**src/rtl/uart_pkg.sv**
```systemverilog
// Shared types and constants for the UART transmit path.
package uart_pkg;

  typedef enum logic [2:0] {
    ST_IDLE   = 3'd0,
    ST_START  = 3'd1,
    ST_DATA   = 3'd2,
    ST_PARITY = 3'd3,
    ST_STOP   = 3'd4
  } tx_state_e;

  localparam int   DATA_BITS  = 8;
  localparam logic IDLE_LEVEL = 1'b1;

endpackage

```
**src/rtl/uart_tx_serializer_if.sv**
```systemverilog
// FIFO-to-serializer handshake plus the serial line and status outputs.
interface uart_tx_serializer_if;
  import uart_pkg::*;

  logic [DATA_BITS-1:0] i_tx_data;
  logic                 i_tx_start;
  logic                 o_tx_start_clear;
  logic                 o_tx;
  logic                 o_busy;
  logic                 o_frame_done;

  // master = TX FIFO side, slave = serializer
  modport master (
    output i_tx_data, i_tx_start,
    input  o_tx_start_clear, o_tx, o_busy, o_frame_done
  );

  modport slave (
    input  i_tx_data, i_tx_start,
    output o_tx_start_clear, o_tx, o_busy, o_frame_done
  );

endinterface

```
**src/rtl/uart_baud_tick.sv**
```systemverilog
// Bit-period timer: pulses o_tick on the last cycle of every CLKS_PER_BIT window.
module uart_baud_tick #(
  parameter int CLKS_PER_BIT = 16
) (
  input  logic clk,
  input  logic rst,
  input  logic i_en,
  output logic o_tick
);

  localparam int               CNT_W = (CLKS_PER_BIT > 1) ? $clog2(CLKS_PER_BIT) : 1;
  localparam logic [CNT_W-1:0] LAST  = CNT_W'(CLKS_PER_BIT - 1);

  logic [CNT_W-1:0] cnt_q;

  assign o_tick = i_en && (cnt_q == LAST);

  // NOTE: clocked state uses non-blocking (<=) so every flop samples pre-edge values.
  always_ff @(posedge clk) begin
    if (rst) begin
      cnt_q <= '0;
    end else if (!i_en || o_tick) begin
      cnt_q <= '0;
    end else begin
      cnt_q <= cnt_q + 1'b1;
    end
  end

endmodule

```
**src/rtl/uart_tx_serializer.sv**
```systemverilog
// UART 8N1/8N2 transmit serializer, LSB first, with a FIFO start/clear handshake.
// Optional parity bit between data and stop when UART_TX_PARITY_EN is defined.
module uart_tx_serializer
  import uart_pkg::*;
#(
  parameter int CLKS_PER_BIT = 16,
  parameter int STOP_BITS    = 1,
  parameter int PARITY_ODD   = 0
) (
  input  logic                 clk,
  input  logic                 rst,
  uart_tx_serializer_if.slave  tx_if
);

  if (CLKS_PER_BIT < 2 || CLKS_PER_BIT > 65535 ||
      (STOP_BITS != 1 && STOP_BITS != 2) ||
      (PARITY_ODD != 0 && PARITY_ODD != 1)) begin : g_bad_param
    $error("uart_tx_serializer: illegal parameter set");
  end

  localparam logic [2:0] LAST_DATA_IDX = 3'(DATA_BITS - 1);
  localparam logic [2:0] LAST_STOP_IDX = 3'(STOP_BITS - 1);

  tx_state_e            state_q, state_d;
  logic [DATA_BITS-1:0] shift_q, shift_d;
  logic [2:0]           idx_q, idx_d;
  logic                 clear_q, clear_d;
  logic                 busy_q, busy_d;
  logic                 done_q, done_d;
  logic                 tx_line;
  logic                 tick;
`ifdef UART_TX_PARITY_EN
  localparam logic PAR_SENSE = (PARITY_ODD != 0);
  logic parity_q, parity_d;
`endif

  uart_baud_tick #(.CLKS_PER_BIT(CLKS_PER_BIT)) u_baud (
    .clk    (clk),
    .rst    (rst),
    .i_en   (state_q != ST_IDLE),
    .o_tick (tick)
  );

  always_ff @(posedge clk) begin
    if (rst) begin
      state_q <= ST_IDLE;
      shift_q <= '0;
      idx_q   <= '0;
      clear_q <= 1'b0;
      busy_q  <= 1'b0;
      done_q  <= 1'b0;
`ifdef UART_TX_PARITY_EN
      parity_q <= 1'b0;
`endif
    end else begin
      state_q <= state_d;
      shift_q <= shift_d;
      idx_q   <= idx_d;
      clear_q <= clear_d;
      busy_q  <= busy_d;
      done_q  <= done_d;
`ifdef UART_TX_PARITY_EN
      parity_q <= parity_d;
`endif
    end
  end

  always_comb begin
    // NOTE: every output of this block gets a default first, so no path can infer a latch.
    state_d = state_q;
    shift_d = shift_q;
    idx_d   = idx_q;
    clear_d = 1'b0;
    busy_d  = busy_q;
    done_d  = 1'b0;
    tx_line = IDLE_LEVEL;
`ifdef UART_TX_PARITY_EN
    parity_d = parity_q;
`endif
    case (state_q)
      ST_IDLE: begin
        if (tx_if.i_tx_start) begin
          state_d = ST_START;
          shift_d = tx_if.i_tx_data;
          idx_d   = '0;
          clear_d = 1'b1;
          busy_d  = 1'b1;
`ifdef UART_TX_PARITY_EN
          parity_d = (^tx_if.i_tx_data) ^ PAR_SENSE;
`endif
        end
      end
      ST_START: begin
        tx_line = ~IDLE_LEVEL;
        if (tick) state_d = ST_DATA;
      end
      ST_DATA: begin
        tx_line = shift_q[0];
        if (tick) begin
          shift_d = shift_q >> 1;
          if (idx_q == LAST_DATA_IDX) begin
            idx_d = '0;
`ifdef UART_TX_PARITY_EN
            state_d = ST_PARITY;
`else
            state_d = ST_STOP;
`endif
          end else begin
            idx_d = idx_q + 1'b1;
          end
        end
      end
`ifdef UART_TX_PARITY_EN
      ST_PARITY: begin
        tx_line = parity_q;
        if (tick) state_d = ST_STOP;
      end
`endif
      ST_STOP: begin
        // idx_q is reused here to count stop-bit periods
        if (tick) begin
          if (idx_q == LAST_STOP_IDX) begin
            state_d = ST_IDLE;
            idx_d   = '0;
            busy_d  = 1'b0;
            done_d  = 1'b1;
          end else begin
            idx_d = idx_q + 1'b1;
          end
        end
      end
      default: state_d = ST_IDLE;
    endcase
  end

  assign tx_if.o_tx             = tx_line;
  assign tx_if.o_tx_start_clear = clear_q;
  assign tx_if.o_busy           = busy_q;
  assign tx_if.o_frame_done     = done_q;

endmodule

```
**src/flat_wrapper.sv**
```systemverilog
// flat-port wrapper written by rule: the top's interface ports become plain ports
module uart_tx_serializer_flat import uart_pkg::*;
#(
  parameter int CLKS_PER_BIT = 16,
  parameter int STOP_BITS    = 1,
  parameter int PARITY_ODD   = 0
)
  (clk, rst, tx_if_i_tx_data, tx_if_i_tx_start, tx_if_o_tx_start_clear, tx_if_o_tx, tx_if_o_busy, tx_if_o_frame_done);
  uart_tx_serializer_if tx_if_i ();
  input  logic clk;
  input  logic rst;
  input wire logic [$bits(tx_if_i.i_tx_data)-1:0] tx_if_i_tx_data;
  input wire logic [$bits(tx_if_i.i_tx_start)-1:0] tx_if_i_tx_start;
  output wire logic [$bits(tx_if_i.o_tx_start_clear)-1:0] tx_if_o_tx_start_clear;
  output wire logic [$bits(tx_if_i.o_tx)-1:0] tx_if_o_tx;
  output wire logic [$bits(tx_if_i.o_busy)-1:0] tx_if_o_busy;
  output wire logic [$bits(tx_if_i.o_frame_done)-1:0] tx_if_o_frame_done;
  assign tx_if_i.i_tx_data = tx_if_i_tx_data;
  assign tx_if_i.i_tx_start = tx_if_i_tx_start;
  assign tx_if_o_tx_start_clear = tx_if_i.o_tx_start_clear;
  assign tx_if_o_tx = tx_if_i.o_tx;
  assign tx_if_o_busy = tx_if_i.o_busy;
  assign tx_if_o_frame_done = tx_if_i.o_frame_done;
  uart_tx_serializer #(.CLKS_PER_BIT(CLKS_PER_BIT), .STOP_BITS(STOP_BITS), .PARITY_ODD(PARITY_ODD)) u_core (.clk(clk), .rst(rst), .tx_if(tx_if_i));
endmodule
```
**config.mk**
```make
export PLATFORM = sky130hd
export DESIGN_NAME = uart_tx_serializer_flat
export DESIGN_NICKNAME = d
export VERILOG_FILES = /design/src/rtl/uart_pkg.sv /design/src/rtl/uart_tx_serializer_if.sv /design/src/rtl/uart_baud_tick.sv /design/src/rtl/uart_tx_serializer.sv /design/src/flat_wrapper.sv
export SDC_FILE = /design/constraint.sdc
export NUM_CORES = 1
export LEC_CHECK = 0
export ABC_CLOCK_PERIOD_IN_PS = 2800
export BUFFER_PORTS_ARGS = -buffer_cell sky130_fd_sc_hd__buf_2
export CORE_MARGIN = 1
export CORE_UTILIZATION = 45
export CTS_BUF_LIST = sky130_fd_sc_hd__clkbuf_8
export CTS_CLUSTER_DIAMETER = 50
export DETAILED_ROUTE_END_ITERATION = 8
export GPL_ROUTABILITY_DRIVEN = 0
export GPL_TIMING_DRIVEN = 0
export MAX_ROUTING_LAYER = met4
export PLACE_DENSITY = 0.71
export SLEW_MARGIN = 20
export SYNTH_ARGS = -nofsm -noshare
export SYNTH_HDL_FRONTEND = slang
export SYNTH_SLANG_ARGS = --single-unit
```
**constraint.sdc**
```tcl
create_clock -name clk -period 2.8 [get_ports clk]
set_input_delay 0.14 -clock clk [delete_from_list [all_inputs] [get_ports clk]]
set_output_delay 0.14 -clock clk [all_outputs]
set_load 0.005 [all_outputs]
```
; Yosys cells after proc, flatten, opt, wreduce, memory -nomap -nowiden
; Index checks and enable logic that the tools add are counted.
; Widths: inputs -> output; s select.
[classes]
muxes = 23
addsub = 2
bitwise = 3
eq_ne = 11
n_reduce_logical = 16
[op_table]
columns = cell, count
row1 = $mux 3, 11
row2 = $mux 8, 2
row3 = $pmux 8 s2, 1
row4 = $pmux 3 s4, 1
row5 = $pmux 3 s3, 1
row6 = $ne 2x2->1 const B, 4
row7 = $reduce_and 4->1, 2
row8 = $eq 3x3->1 const B, 2
row9 = $logic_not 3->1, 2
row10 = $reduce_and 6->1, 1
row11 = $reduce_bool 3->1, 2
row12 = $mux 1, 5
row13 = $add 4x1->4 const B, 1
row14 = $eq 4x4->1 const B, 1
row15 = $ne 2x1->1 const B, 2
row16 = $pmux 1 s2, 2
row17 = $reduce_bool 2->1, 2
row18 = $reduce_or 2->1, 2
row19 = $add 3x1->3 const B, 1
row20 = $eq 3x1->1 const B, 1
row21 = $eq 3x2->1 const B, 1
row22 = $not 1->1, 3
row23 = $reduce_and 3->1, 1
row24 = $reduce_or 3->1, 1
row25 = other kinds (3), 3
[word_totals]
elab_cells = 62
out_inout_bits = 4
reg_bits = 21
in_bits = 11

; Depth between registers and ports, before layout
; Gate-level depths: netlist (run 1).
[logic_depth]
word_depth = 4
mapped_depth = 8
depth_no_buf = 7

; Modules after synthesis
; From an unflattened synthesis (run 1), not the netlist that was laid out.
[hier_totals]
hier_cells = 118
hier_area_um2 = 1064.8
[by_module_without_submodules]
columns = module, cells_each, seq_area_each_um2, area_each_um2, instances
row1 = uart_tx_serializer, 101, 340.3, 907.1, 1
row2 = uart_baud_tick, 17, 80.1, 157.7, 1

; Least setup slack after synthesis (run 1)
; No wires, ideal clock.
[synth_timing]
path_kind = reg2reg
from = register u_core.u_baud.cnt_q[0]
to = register u_core.state_q[1]
t_arrival_ps = 1538
required_ps = 2730
path_stages_with_launch = 7
setup_time_ps = 70
path_slack_ps = 1192
period_less_slack_ps = 1608
cell_sequence = dfxtp_1 -> ha_1 -> nand4_1 -> a32oi_1 -> nand2_1 -> or4b_1 -> a21oi_1
[synth_via]
elab_chain_cells = 4
elab_cells_between_ends = 6
[synth_lines]
columns = item, line_no
row1 = "start, declared", uart_baud_tick.sv:14  ; logic [CNT_W-1:0] cnt_q;
row2 = "start signal, assigned", uart_baud_tick.sv:25  ; cnt_q <= cnt_q + 1'b1;
row3 = $eq 4x4->1 *, uart_baud_tick.sv:16  ; assign o_tick = i_en && (cnt_q == LAST);
row4 = $logic_and 1x1->1 *, uart_baud_tick.sv:16
row5 = $ne 2x2->1 (no line), --
row6 = $reduce_and 6->1 (no line) *, --
row7 = "end signal, assigned", uart_tx_serializer.sv:56  ; state_q <= state_d;
row8 = "end, declared", uart_tx_serializer.sv:24  ; tx_state_e state_q, state_d;
; Mark *: on every way between the ends. The rest lies on a longest branch, timed or not.
; A chain may end at the register's enable or synchronous reset.

; Worst setup path in the final report (run 1)
; Same ends and word-level chain as after synthesis.

==> results of run 1 <==
==> critical path, stage by stage, from the launching register on <==
cell     delay [ns]
dfxtp_1        0.36
ha_1           0.23
nand4_1        0.18
a32oi_1        0.23
nand2_1        0.12
or4b_1         0.47
a21oi_1        0.14
==> final timing paths <==
kind                                             start                     end  depth (start not counted)
worst max-delay path            u_core.u_baud.cnt_q[0]       u_core.state_q[1]                          6
worst min-delay path                tx_if_i_tx_data[7]       u_core.shift_q[7]                          3
worst max register to register  u_core.u_baud.cnt_q[0]       u_core.state_q[1]                          6
worst min register to register  u_core.u_baud.cnt_q[0]  u_core.u_baud.cnt_q[0]                          1
==> sequential cells by signal, indices dropped and copies added, names as in the netlist <==
| name | flops |
|---|---|
| u_core.idx_q | 3 |
| u_core.shift_q | 8 |
| u_core.state_q | 3 |
| u_core.tx_if.o_busy | 1 |
| u_core.tx_if.o_frame_done | 1 |
| u_core.tx_if.o_tx_start_clear | 1 |
| u_core.u_baud.cnt_q | 4 |
==> where the power goes <==
| part | switching (mW) | total [mW] | leakage (nW) | internal [mW] |
|---|---|---|---|---|
| clock | 0.0953 | 0.194 | 0.0255 | 0.0990 |
| sequential | 0.0311 | 0.389 | 0.171 | 0.358 |
| combinational | 0.218 | 0.382 | 0.278 | 0.164 |
==> layer usage <==
metal	vias up	GRT usage, %	share of wire [%]
met5	-	-	0
met4	0	5.714	1.2
met3	5	1.852	3.0
met2	14	31.76	50
met1	399	21.63	46
li1	454	-	-
==> layout make-up <==
class | instances | area, µm²
Buffer | 7 | 35.03
Clock buffer | 3 | 41.29
Clock inverter | 1 | 5.005
Fill cell | 213 | 879.6
Inverter | 5 | 18.77
Multi-Input combinational cell | 88 | 543.0
Sequential cell | 21 | 420.4
Tap cell | 27 | 33.78
Timing Repair Buffer | 13 | 65.06
==> placed cells by master, fill, tap and decap left out, types with 2 or more instances in the layout <==
cell      Yosys  final
buf_2         4     17
ha_1          4      4
a32oi_1       2      2
a21oi_1      16     16
nor2_1       21     21
mux2i_1       7      7
dfxtp_1      21     21
clkbuf_1      2      2
nand2b_1      3      3
nor3b_1       2      2
clkbuf_8      0      3
inv_1         5      5
nand2_1       7      7
nor3_1        2      2
nand3_1       6      6
and3_1        2      2
==> cells by family (layout without fill, tap and decap cells) <==
group | Yosys count | count (layout) | share of synthesized area, %
flip-flops | 21 | 21 | 41.33
buffers and inverters | 12 | 29 | 5.290
adder cells (fa/ha/maj) | 4 | 4 | 4.920
XOR/XNOR | 2 | 2 | 1.722
AO/OA/AOI/OAI | 24 | 24 | 15.01
multiplexers | 7 | 7 | 6.888
AND/OR/NAND/NOR | 51 | 51 | 24.85
==> impl_metrics.ini, run 1 <==
[floorplan]
start_util_pct = 49.82
dieHeight_um = 49.55
io_pins = 15
die_area_um2 = 2455
rows = 16
die_w_um = 49.55
coreArea_um2 = 2042

[logic_synthesis]
yosysTopAreaCell = dfxtp_1
yosysSeqAreaShare_pct = 41.33
async_flop_share_pct = 0
synthTopCellsByArea = dfxtp_1, a21oi_1, nor2_1, mux2i_1, ha_1
syn_avg_cell_area_um2 = 8.407
syn_area_um2 = 1017
synth_cell_types = 32
yosys_warnings = 0
netlist_instances = 121
syn-num-nets = 136
synth_edf_count = 0
yosys.area.top_type_share_pct = 41.33
synthTopCellsByCount = dfxtp_1, nor2_1, a21oi_1, mux2i_1, nand2_1
synth_seq_cells = 21
dominantRegCellSynth = dfxtp_1

[worst_setup_path]
regToRegSetupSlack_ns = 0.99
crit_path_end_kind = flip-flop
worstPathMaxFanout = 4
cp-start-kind = flip-flop
path_class = reg2reg
worstPathRequired_ns = 2.99
critPathArrivalTime_ns = 2.00

[global_routing]
grt.total_usage_pct = 18.14
grt_pass1_vias = 807
gr-total-overflow = 0
grt_pass1_wl_um = 3374
antenna_found_initial = 0
grt_start_max_net_pins = 13

[clocking]
cts_max_level = 1
path_clk_slew_ns = 0.07
cts_root_buf = clkbuf_8
post_cts_resized = 0
cts_tree = built
cts_buffers = 3
post_cts_buffers = 0
clkSinkCount = 21
cts_hold_buf = 0
clkLatencyLatePin_ns = 0.26
cts_buffer_depth = 2

[pwr]
power_density_nw_per_um2 = 830.6
power.total_mw = 0.9654
ir_drop_uv = 471.4
p_leak_nw = 0.4751

[final_layout]
final_util_pct = 56.92
layout.cells.non_filler = 165
area.growth.synth_to_final_pct = 14.27
layout.nets = 154
n_antenna_cell = 0
drive_above_1_share_pct = 19.57
design_area_um2 = 1162

[route]
postRouteAntennaNets = 0
drt-initial-drc-count = 5
drtPass1Iterations = 4
dr_total_vias = 872
viasPerCell = 5.285
wl_per_cell_um = 11.54
drc = 0
drt-total-wl_um = 1904

[timing]
timing.fmax_mhz = 551.6
rsz0062_at_grt = no
clock_skew_ns = 0.004010
fin_hold_ws_ns = 0.1728
finalSetupTns_ns = 0
setup_viol = 0
worst_pin_slew_ns = 0.4825
maxSlewHeadroom_pct = 67.83
fin_crit_sh_pct = 64.74
finalHoldViolCount = 0
period_minus_slack_ns = 1.813
slew_violations = 0
fin_ws_ns = 0.9872

[placed_design]
dp_hpwl_um = 1461
post-place-cells = 161
io_buffer_count = 13
pre_cts_slack_ns = 1.000
dpl_cell_area_um2 = 1116

[job]
maxCapViolCount = 0

[worst_hold_path]
worstHoldPathType = in2reg

[outcome]
run_status = finished clean
No activity file was read; power rests on OpenSTA's default activity.
==> run 2: changes to the inputs <==
--- a/config.mk
+++ b/config.mk
@@ -5,7 +5,7 @@
 export SDC_FILE = /design/constraint.sdc
 export NUM_CORES = 1
 export LEC_CHECK = 0
-export ABC_CLOCK_PERIOD_IN_PS = 2800
+export ABC_CLOCK_PERIOD_IN_PS = 1550
 export BUFFER_PORTS_ARGS = -buffer_cell sky130_fd_sc_hd__buf_2
 export CORE_MARGIN = 1
 export CORE_UTILIZATION = 45
@@ -15,7 +15,7 @@
 export GPL_ROUTABILITY_DRIVEN = 0
 export GPL_TIMING_DRIVEN = 0
 export MAX_ROUTING_LAYER = met4
-export PLACE_DENSITY = 0.71
+export PLACE_DENSITY = 0.74
 export SLEW_MARGIN = 20
 export SYNTH_ARGS = -nofsm -noshare
 export SYNTH_HDL_FRONTEND = slang
==> constraint.sdc (replaced) <==
create_clock -name clk -period 1.55 [get_ports clk]
set_input_delay 0.0775 -clock clk [delete_from_list [all_inputs] [get_ports clk]]
set_output_delay 0.0775 -clock clk [all_outputs]
set_load 0.005 [all_outputs]
==> run 2 against run 1 <==
The flow now finishes with violations (setup timing). Clock power rose by 77%. Worst hold slack got worse by 0.080 ns. Register-to-register slack got worse by 1.0 ns. Sequential power rose by 89%. Via count rose by 3.9%. Final cell count rose by 4.2%. Clock skew fell by 0.0031 ns. Global-route usage rose by 0.25 points. Power rose by 100%. Largest cell class unchanged. Highest routed layer unchanged.
==> impl_metrics.ini, run 2 (synthesis gave the netlist of run 1 again) <==
[global_routing]
grt_pass1_wl_um = 3367
gr-total-overflow = 0
grt.total_usage_pct = 18.39
grt_pass1_vias = 844
antenna_found_initial = 0
grt_start_max_net_pins = 12

[clocking]
cts_max_level = 1
cts_tree = built
cts_hold_buf = 0
cts_buffers = 3
cts_buffer_depth = 2
path_clk_slew_ns = 0.07
clkSinkCount = 21
cts_root_buf = clkbuf_8
clkLatencyLatePin_ns = 0.26

[placed_design]
pre_cts_slack_ns = -0.1562
io_buffer_count = 13
dp_hpwl_um = 1441
post-place-cells = 161
dpl_cell_area_um2 = 1122

[worst_setup_path]
path_class = reg2reg
worstReg2RegEnd = u_core.state_q[1]
worstPathRequired_ns = 1.74
crit_path_end = u_core.state_q[1]
r2r-start = u_core.state_q[1]
path_cells = buf_6, nand4_1, a32oi_1, nand2_1, or4b_1, a21oi_1
cpPeakStageDelay_ns = 0.46
slowest_stage = or4b_1
crit_path_end_kind = flip-flop
worstPathMaxFanout = 10
reg2regPathDepth = 6
cp-start-kind = flip-flop
regToRegSetupSlack_ns = -0.02
startpoint = u_core.state_q[1]
critPathArrivalTime_ns = 1.76

[pwr]
p_leak_nw = 0.5202
power.total_mw = 1.965
power_density_nw_per_um2 = 1507
ir_drop_uv = 806.9

[floorplan]
die_w_um = 49.55
start_util_pct = 49.82
rows = 16
io_pins = 15
coreArea_um2 = 2042
dieHeight_um = 49.55
die_area_um2 = 2455

[route]
dr_total_vias = 906
viasPerCell = 5.267
postRouteAntennaNets = 0
drc = 0
wl_per_cell_um = 12.14
drt-initial-drc-count = 17
drt-total-wl_um = 2088
drtPass1Iterations = 4

[final_layout]
drive_above_1_share_pct = 31.72
n_fill_cell = 168
area.growth.synth_to_final_pct = 28.17
layout_common_cells = nor2_1, dfxtp_1, buf_2
largest_register_ffs = 8
final_util_pct = 63.85
largest_register = u_core.shift_q
layout.cells.non_filler = 172
n_antenna_cell = 0
largest_registers = u_core.shift_q: 8 flops, u_core.u_baud.cnt_q: 4 flops
mostFrequentLayoutCell = nor2_1
layout.nets = 161
design_area_um2 = 1304

[timing]
period_minus_slack_ns = 1.568
timing.fmax_mhz = 637.8
worst_pin_slew_ns = 0.4354
rsz0062_at_grt = yes
fin_crit_sh_pct = 101.2
setup_viol = 1
fin_ws_ns = -0.01799
clock_skew_ns = 0.0009525
slew_violations = 0
maxSlewHeadroom_pct = 70.97
finalHoldViolCount = 0

[outcome]
violations = setup timing
run_status = complete, but fails checks

[worst_hold_path]
hold_depth = 3
worstHoldPathType = in2reg

[job]
maxCapViolCount = 0
-- run 2: cell types whose count changed in the layout (fill, tap and decap cells not counted), sizes merged --
cell	change
buf	+6
clkbuf	+1
clkinv	-1
inv	+1
-- run 2: worst min-delay path by stage --
stage	start	endpoint	slack (ns)
2_1_floorplan	tx_if_i_tx_start	u_core.tx_if.o_busy	0.24
3_3_place_gp	tx_if_i_tx_data[7]	u_core.shift_q[7]	0.35
3_5_place_dp	tx_if_i_tx_data[7]	u_core.shift_q[7]	0.37
4_1_cts	tx_if_i_tx_data[7]	u_core.shift_q[7]	0.09
5_1_grt	tx_if_i_tx_data[7]	u_core.shift_q[7]	0.10
6_report	tx_if_i_tx_data[7]	u_core.shift_q[7]	0.09
-- run 2: final cells by class --
| type | count | area [µm²] | share of cell area [%] |
|---|---|---|---|
| Multi-Input combinational cell | 88 | 605.6 | 46.45 |
| Timing Repair Buffer | 20 | 115.1 | 8.829 |
| Clock buffer | 3 | 41.29 | 3.167 |
| Clock inverter | 1 | 3.754 | 0.2879 |
| Buffer | 7 | 56.30 | 4.319 |
| Sequential cell | 21 | 429.2 | 32.92 |
| Tap cell | 27 | 33.78 | 2.591 |
| Inverter | 5 | 18.77 | 1.440 |
-- run 2: critical path, delay by kind of cell (launching register included) --
kind            cells  cell delay, ns
flops               1            0.33
simple gates        3            0.68
buf+inv             1            0.15
compound gates      2            0.35
-- run 2: timing repair --
action,in CTS,in global routing
buffers inserted,4,2
gates resized for setup,10,15
gates cloned,0,1
setup endpoints to repair,16,14
pin swaps,6,5
-- run 2: per-stage QoR --
step	hold WS [ns]	setup TNS (ns)
floorplan	0.2361	-0.02693
global placement	0.3476	-1.020
detailed placement	0.3656	-1.019
CTS	0.08700	-0.04655
global route	0.1024	-0.4433
finish	0.09268	-0.01799
-- run 2: report_power, final --
part	internal (mW)	switching [mW]	total, mW
combinational	0.433	0.453	0.886
sequential	0.659	0.0768	0.736
clock	0.176	0.167	0.343
-- run 2: metal layers --
metal / track usage, % / vias to the layer above / share of wire [%]
li1: - / 468 / -
met1: 21.02 / 421 / 48
met2: 30.63 / 13 / 48
met3: 3.086 / 4 / 2.9
met4: 9.524 / 0 / 1.7
met5: - / - / 0
==> run 3: changes to the inputs <==
--- a/config.mk
+++ b/config.mk
@@ -7,6 +7,7 @@
 export LEC_CHECK = 0
 export ABC_CLOCK_PERIOD_IN_PS = 1550
 export BUFFER_PORTS_ARGS = -buffer_cell sky130_fd_sc_hd__buf_2
+export CORE_ASPECT_RATIO = 1.5
 export CORE_MARGIN = 1
 export CORE_UTILIZATION = 45
 export CTS_BUF_LIST = sky130_fd_sc_hd__clkbuf_8
==> run 3 against run 2 <==
The run still ends with setup timing left. Cell area grew 0.86%. Critical path depth is the same. Combinational power grew 6.7%. Critical path type unchanged. Non-clock buffer count shrank 2.
==> impl_metrics.ini, run 3 (synthesis gave the netlist of run 1 again) <==
[worst_setup_path]
startpoint = u_core.u_baud.cnt_q[0]
slowest_stage = or4b_4
worstPathRequired_ns = 1.74
path_cells = ha_4, nand4_1, a32oi_1, nand2_1, or4b_4, a21oi_2
crit_path_end_kind = flip-flop
r2r-start = u_core.u_baud.cnt_q[0]
cpPeakStageDelay_ns = 0.49
path_class = reg2reg
path_delay_family = simple AND/OR/NAND/NOR gates
critPathArrivalTime_ns = 1.84
cp-start-kind = flip-flop
worstPathMaxFanout = 4
cp_num_buf_inv = 0

[pwr]
p_clk_share_pct = 17.2
power.total_mw = 2.030
power.switching_mw = 0.7207
share_comb_of_total_power_pct = 46.6
p_leak_nw = 0.5199
p_seq_share_pct = 36.2
swShare_pct = 35.51
ir_drop_uv = 750.7
internal-power_mw = 1.309
power_density_nw_per_um2 = 1543

[final_layout]
largest_register = u_core.shift_q
n_antenna_cell = 0
layout.nets = 159
area.growth.synth_to_final_pct = 29.27
layout_common_cells = nor2_1, dfxtp_1, a21oi_1
drive_above_1_share_pct = 32.17
n_fill_cell = 166
largest_register_ffs = 8
largest_registers = u_core.shift_q: 8 flops, u_core.u_baud.cnt_q: 4 flops
mostFrequentLayoutCell = nor2_1
design_area_um2 = 1315

[route]
drt-total-wl_um = 2148
drtPass1Iterations = 4
drc = 0
wl_per_cell_um = 13.02
viasPerCell = 5.352
drt-initial-drc-count = 27
postRouteAntennaNets = 0
dr_total_vias = 883

[clocking]
cts_max_level = 1
clkLatencyLatePin_ns = 0.26
cts_buffer_depth = 2
path_clk_slew_ns = 0.07
cts_tree = built
cts_hold_buf = 0
cts_root_buf = clkbuf_8
cts_buffers = 3
clkSinkCount = 21

[floorplan]
dieHeight_um = 60.23
start_util_pct = 48.98
coreArea_um2 = 2077
die_area_um2 = 2459
io_pins = 15
die_w_um = 40.82
rows = 20

[global_routing]
antenna_found_initial = 0
grt.total_usage_pct = 19.69
grt_pass1_wl_um = 3332
grt_pass1_vias = 790
gr-total-overflow = 0
grt_start_max_net_pins = 13

[timing]
worst_pin_slew_ns = 0.4164
maxSlewHeadroom_pct = 72.24
clock_skew_ns = 0.004341
fin_ws_ns = -0.09572
rsz0062_at_grt = yes
slew_violations = 0
fin_crit_sh_pct = 106.2
setup_viol = 3
finalHoldViolCount = 0
timing.fmax_mhz = 607.6
period_minus_slack_ns = 1.646
finalSetupTns_ns = -0.1443

[worst_hold_path]
worstHoldPathType = in2reg
min-delay-start = tx_if_i_tx_data[7]

[placed_design]
io_buffer_count = 13
dp_hpwl_um = 1477
dpl_cell_area_um2 = 1116

[outcome]
run_status = complete, but fails checks
violations = setup timing

[job]
maxCapViolCount = 0
## run 3: cell count changes in the layout (fill, tap and decap cells not counted), sizes merged
cell and delta:
clkinv +1, inv -1, clkbuf -1, buf -1
## run 3: timing repair
action                                  4_1_cts  5_1_grt
resized for setup                            13       17
endpoints found under the setup margin       15       15
pin swaps                                     8       10
buffers inserted                              4        2
hold endpoints to repair                      0        0
## run 3: worst paths after layout
check                              to  cells after the start  slack [ns]
setup / recovery    u_core.state_q[1]                      6        -0.1
hold / removal      u_core.shift_q[7]                      3        0.10
setup reg to reg    u_core.state_q[1]                      6        -0.1
hold reg to reg   u_core.tx_if.o_busy                      2        0.47
## run 3: layout make-up
class                   instances  area, µm²  share of cell area (%)
inverters                       5      18.77                   1.427
multi-input cells              88      631.9                   48.05
repair buffers                 18      106.4                   8.088
flip-flops and latches         21      427.9                   32.54
plain buffers                   7      56.30                   4.282
clock inverters                 1      5.005                  0.3806
well taps                      22      27.53                   2.093
clock buffers                   3      41.29                   3.140
## run 3: tightest hold or removal path, delay by kind of cell
family / cells / cell delay (ns)
buffers and inverters: 1 / 0.08
AND/OR/NAND/NOR: 1 / 0.07
AO/OA/AOI/OAI: 1 / 0.09
## run 3: metal layers
| layer | up-vias | share of wire (%) | GRT usage [%] |
|---|---|---|---|
| li1 | 465 | - | - |
| met1 | 404 | 40 | 24.01 |
| met2 | 12 | 57 | 31.92 |
| met3 | 2 | 2.4 | 3.346 |
| met4 | 0 | 0.47 | 5.714 |
| met5 | - | 0 | - |
## run 3: power groups by stage
stage	registers (mW)	logic [mW]	clock network, mW
after floorplan	0.706	0.545	0
after global placement	0.715	0.677	0
after detailed placement	0.718	0.690	0
after CTS	0.719	0.796	0.358
after global routing	0.747	1.05	0.378
final	0.735	0.945	0.349
## run 3: through the flow
stage / util (%) / instances / hold WS (ns) / worst slack [ns]
finish: 63.31 / 165 / 0.1010 / -0.09572
floorplan: - / 121 / 0.2361 / -0.02693
global placement: 53.73 / 156 / 0.3509 / -0.1287
detailed placement: 53.73 / 156 / 0.3647 / -0.1468
global route: 63.31 / 165 / 0.1173 / -0.2314
CTS: 59.88 / 164 / 0.09986 / -0.009822
